**config.mk**
```make
export PLATFORM = sky130hd
export DESIGN_NAME = alu_8bit
export DESIGN_NICKNAME = d
export VERILOG_FILES = /design/src/rtl/alu_8bit.sv
export SDC_FILE = /design/constraint.sdc
export NUM_CORES = 1
export LEC_CHECK = 0
export BUFFER_PORTS_ARGS = -buffer_cell sky130_fd_sc_hd__buf_2
export CAP_MARGIN = 20
export CELL_PAD_IN_SITES_DETAIL_PLACEMENT = 1
export CELL_PAD_IN_SITES_GLOBAL_PLACEMENT = 1
export CORE_MARGIN = 4
export CORE_UTILIZATION = 45
export DETAILED_ROUTE_END_ITERATION = 16
export PLACE_DENSITY_LB_ADDON = 0.1
export SYNTH_ARGS = -nofsm -noshare
export SYNTH_HDL_FRONTEND = slang
export SYNTH_SLANG_ARGS = --single-unit
```
**constraint.sdc**
```tcl
create_clock -name clk -period 1.59 [get_ports clk]
set_input_delay 0.318 -clock clk [delete_from_list [all_inputs] [get_ports clk]]
set_output_delay 0.318 -clock clk [all_outputs]
set_load 0.01 [all_outputs]
```
**src/rtl/alu_8bit.sv**
```systemverilog
// alu_8bit: registered 8-bit signed arithmetic/logic unit for the CPU datapath.
// Combines two's-complement operands A and B under a 3-bit operation select and
// registers the result together with a zero flag derived from that same result.
//
// Ports:
//   clk   in   1  rising-edge clock
//   rst   in   1  asynchronous active-high reset (out = 8'h00, zero = 1)
//   A     in   8  operand A, signed two's complement
//   B     in   8  operand B, signed two's complement
//   out   out  8  registered result (one-cycle latency)
//   zero  out  1  registered flag, 1 when out is 8'h00
//   sel   in   3  operation select (ADD, SUB, AND, OR, SLT, XOR, NOR, PASS)
module alu_8bit (
  input  logic       clk,
  input  logic       rst,
  input  logic [7:0] A,
  input  logic [7:0] B,
  output logic [7:0] out,
  output logic       zero,
  input  logic [2:0] sel
);

  localparam int unsigned W = 8;

  typedef enum logic [2:0] {
    OP_ADD  = 3'b000,
    OP_SUB  = 3'b001,
    OP_AND  = 3'b010,
    OP_OR   = 3'b011,
    OP_SLT  = 3'b100,
    OP_XOR  = 3'b101,
    OP_NOR  = 3'b110,
    OP_PASS = 3'b111
  } op_e;

  logic [W-1:0] result_c;
  logic         less_c;

  // Signed compare: 8'h80 is the most negative operand.
  assign less_c = ($signed(A) < $signed(B));

  // Next-result selection; sums wrap modulo 2^8 by truncation.
  always_comb begin
    result_c = '0;
    case (op_e'(sel))
      OP_ADD:  result_c = W'(A + B);
      OP_SUB:  result_c = W'(A - B);
      OP_AND:  result_c = A & B;
      OP_OR:   result_c = A | B;
      OP_SLT:  result_c = W'(less_c);
      OP_XOR:  result_c = A ^ B;
      OP_NOR:  result_c = ~(A | B);
      OP_PASS: result_c = A;
      default: result_c = '0;
    endcase
  end

  // Result and flag registered from the same next value so they never disagree.
  always_ff @(posedge clk or posedge rst) begin
    if (rst) begin
      out  <= '0;
      zero <= 1'b1;
    end else begin
      out  <= result_c;
      zero <= (result_c == '0);
    end
  end

endmodule

```
==> results of run 1 <==
[cells in the mapped netlist, types with 2 or more instances]
master,number
mux2_2,3
fa_1,2
o21ai_1,4
mux2i_1,3
o31ai_1,2
a22oi_1,2
a221oi_1,2
buf_6,4
buf_2,6
o211ai_1,5
o21ai_0,14
a21oi_1,9
o221ai_1,2
dfrtp_1,8
and2b_1,2
nor2b_1,5
a211oi_1,3
or3_1,3
ha_1,24
nand2_1,13
nand2b_1,2
o21bai_1,2
xnor2_1,2
nor3_1,5
nor2_1,11
a31oi_1,5
inv_1,21
a22o_1,4
xor2_1,3
[cell families after synthesis]
logic type,Yosys count,share of synthesized area [%]
multiplexers,7,4.78
buffers and inverters,34,11.5
XOR/XNOR,5,2.65
adder cells (fa/ha/maj),26,20.6
flip-flops,9,13.7
AND/OR/NAND/NOR,50,17.2
AO/OA/AOI/OAI,67,29.5
[metrics by stage]
| stage | cell area [um2] | hold WS [ns] | std cells |
|---|---|---|---|
| after floorplan | 1790 | 0.145 | 198 |
| after global placement | 2400 | 0.263 | 328 |
| after detailed placement | 2400 | 0.302 | 328 |
==> impl_metrics.json, run 1 <==
{
  "outcome": "stopped before the end",
  "failed_stage": "4_1_cts",
  "tool.error": "[ERROR DPL-0033] detailed placement checks failed during check placement.",
  "clock_sinks": 9,
  "place_congestion": 0.957,
  "post_cts_resized": 47,
  "synth_edf_count": 0,
  "io_pins": 30,
  "synth_area_leaders": "ha_1, dfrtp_1, inv_1",
  "cts_buffer_depth": 2,
  "clockRootBuffer": "clkbuf_8",
  "hold_buffers": 0,
  "ys_seq_area_share_pct": 13.7,
  "start_util_pct": 47.9,
  "syn_area_um2": 1650,
  "yosys_register_bits": 9,
  "syn_nets": 245,
  "yosys.area.top_type_share_pct": 18.2,
  "netlist_instances": 198,
  "dp_hpwl_um": 6010,
  "ys_warn_count": 0,
  "die_x_um": 68.6,
  "cts_made_buffers": 3,
  "synth_area_per_cell_um2": 8.34,
  "chipHeight_um": 68.6,
  "synth_cell_type_count": 56,
  "htreeDepth": 1,
  "synth_top_area_cell": "ha_1",
  "dp_slack_ns": -1.12,
  "synthFlopType": "dfrtp_1",
  "cts_setup_buffers": 6,
  "synthArstFlopShare_pct": 100,
  "rows": 21,
  "port_buffers": 29
}
==> inputs of run 2 (changes only) <==
Settings changed: CELL_PAD_IN_SITES_DETAIL_PLACEMENT 1 to unset, CELL_PAD_IN_SITES_GLOBAL_PLACEMENT 1 to unset, CORE_UTILIZATION 45 to 40, PLACE_DENSITY_LB_ADDON 0.1 to 0.15.
==> impl_metrics.json, run 2 <==
{
  "total_power_mw": 1.30,
  "outcome": "finished, violations left",
  "chipHeight_um": 72.2,
  "final_common_cell": "buf_4",
  "die_x_um": 72.2,
  "worstPathCellList": "buf_12 > inv_12 > ha_4 > fa_2 > o21ba_4 > o21ai_2 > xnor2_1 > o21ai_1 > a22o_1 > or4b_4 > nor4_2",
  "die_area_um2": 5220,
  "netlist_instances": 198,
  "cts_made_buffers": 3,
  "timing.final.ws_setup_ns": -0.650,
  "io_pins": 30,
  "synth_top_area_cell": "ha_1",
  "netlist_top_cells_count": "ha_1, inv_1, o21ai_0",
  "port_buffers": 29,
  "overflow": 0,
  "clkTransAtPathRegs_ns": 0.04,
  "rsz0062_at_grt": "true",
  "hold_buffers": 0,
  "setup.worst_path.class": "in2reg",
  "fmax_mhz": 447,
  "tightest_slew_ns": 0.413,
  "cp-end-kind": "register",
  "drc": 0,
  "cts_tree": "yes",
  "first_pass_iters": 4,
  "wl_um": 4620,
  "rows": 23,
  "syn_area_um2": 1650,
  "seq_area_um2": 226,
  "layout_common_cells": "buf_4, buf_2, ha_1",
  "core-area_um2": 4000,
  "area_delta_synth_final_pct": 53.4,
  "layout-drive-gt1-share_pct": 49.6,
  "hold_violations": 0,
  "ys_seq_area_share_pct": 13.7,
  "cp-start-kind": "primary input",
  "slowest_stage": "or4b_4",
  "critical_path.max_stage_delay_ns": 0.54,
  "yosys_register_bits": 9,
  "finish.utilization_pct": 63.3,
  "fillCellCount": 358,
  "grt_max_degree": 15,
  "finalCriticalPeriod_ns": 2.24,
  "syn_nets": 245,
  "synthArstFlopShare_pct": 100,
  "powerDensity_nw_per_um2": 512,
  "worstPathRequired_ns": 1.74,
  "synthFlopType": "dfrtp_1",
  "min_period_over_period_pct": 141,
  "cp.arrival_ns": 2.38,
  "multi_input_area_um2": 1380,
  "synthMostInstantiatedCell": "ha_1",
  "grt_pass1_vias": 1644,
  "failed_checks": "setup timing",
  "wl_per_cell_um": 13.8,
  "antenna_found_initial": 0,
  "hold_path.class": "in2async",
  "num_antenna_cells": 0,
  "yosys.area.top_type_share_pct": 18.2,
  "synth_cell_type_count": 56,
  "critPathMaxFanout": 3,
  "clock_sinks": 9,
  "synth_area_leaders": "ha_1, dfrtp_1, inv_1",
  "grt_pass1_wl_um": 7610,
  "routed_via_density": 5.13,
  "place_congestion": 0.898,
  "start_util_pct": 41.3,
  "grt.total_usage_pct": 18.4,
  "slew_viol_final": 0,
  "cap_violations": 0,
  "synth_area_per_cell_um2": 8.34,
  "cts_buffer_depth": 2,
  "reg_top3": "out x8, zero x1",
  "startpoint": "A[0]",
  "ys_warn_count": 0,
  "max_flop_register": "out",
  "vias": 1715,
  "max_slew_margin_pct": 72.4,
  "ir_worst_vdd_v": 0.000205,
  "clockRootBuffer": "clkbuf_8",
  "largest_reg_flops": 8,
  "synth_edf_count": 0,
  "dp_hpwl_um": 3900,
  "drt_iter0_drc": 61,
  "fin_nets": 332,
  "p_leak_nw": 1.18,
  "htreeDepth": 1,
  "finalSetupViolCount": 6,
  "final_antenna_net_count": 0
}
## run 2: cell counts after synthesis
No cell type changed its count.
## run 2: critical path, delay by kind of cell
family                     cells  cell delay, ns
and+or+nand+nor                2            0.68
buffers and inverters          2            0.12
adders and majority gates      2            0.53
AOI/OAI and AO/OA              4            0.62
xor gates and xnor gates       1            0.13
## run 2: per-stage QoR
step | setup WS (ns) | hold WS [ns] | instance area [um2] | setup TNS, ns | cells
2_1_floorplan | -0.699 | 0.145 | 1790 | -1.43 | 198
3_3_place_gp | -0.955 | 0.276 | 2360 | -4.13 | 328
3_5_place_dp | -1.01 | 0.291 | 2360 | -4.32 | 328
4_1_cts | -0.653 | 0.0455 | 2480 | -1.54 | 334
5_1_grt | -0.726 | 0.0702 | 2530 | -1.84 | 334
6_report | -0.650 | 0.0342 | 2530 | -1.47 | 334
## run 2: cells by family (layout without fill, tap and decap cells)
| kind of cell | Yosys count | in the layout | share of synthesized area [%] |
|---|---|---|---|
| muxes | 7 | 7 | 4.78 |
| AOI/OAI and AO/OA | 67 | 67 | 29.5 |
| buffers and inverters | 34 | 120 | 11.5 |
| and+or+nand+nor | 50 | 50 | 17.2 |
| DFF | 9 | 9 | 13.7 |
| xor gates and xnor gates | 5 | 5 | 2.65 |
| adders and majority gates | 26 | 26 | 20.6 |
## run 2: report_power, final
part,switching (mW),total [mW],internal (mW)
Clock,0.0883,0.263,0.175
Sequential,0.00627,0.266,0.260
Combinational,0.372,0.768,0.395
Total,0.467,1.30,0.830
## run 2: final cells by class
type / count / share of cell area [%]
multi-input combinational: 155 / 54.6
sequential: 9 / 8.95
timing repair buffer: 94 / 28.0
inverter: 22 / 4.20
clock buffer: 4 / 1.78
tap: 50 / 2.47
## run 2: how the worst max path moves through the flow
stage               endpoint  slack, ns  cells past startpoint
floorplan               zero      -0.70                      9
global placement        zero      -0.96                     11
detailed placement      zero      -1.01                     11
CTS                     zero      -0.65                     11
global route            zero      -0.73                     11
finish                  zero      -0.65                     11
## run 2: routing by layer
metal  GRT usage (%)  vias to the layer above  share of wire, %
met5               0                        -                 0
met4            5.85                        0               1.9
met3            1.80                        8               3.3
met2            30.7                       32                46
met1            25.0                      785                48
li1                -                      890                 -
## run 2: timing repair
item                                    CTS  global route
resized for setup                        17            14
pin swaps                                16            10
endpoints found under the setup margin    9             8
setup buffers                             2             0
(Power assumes the default switching activity.)
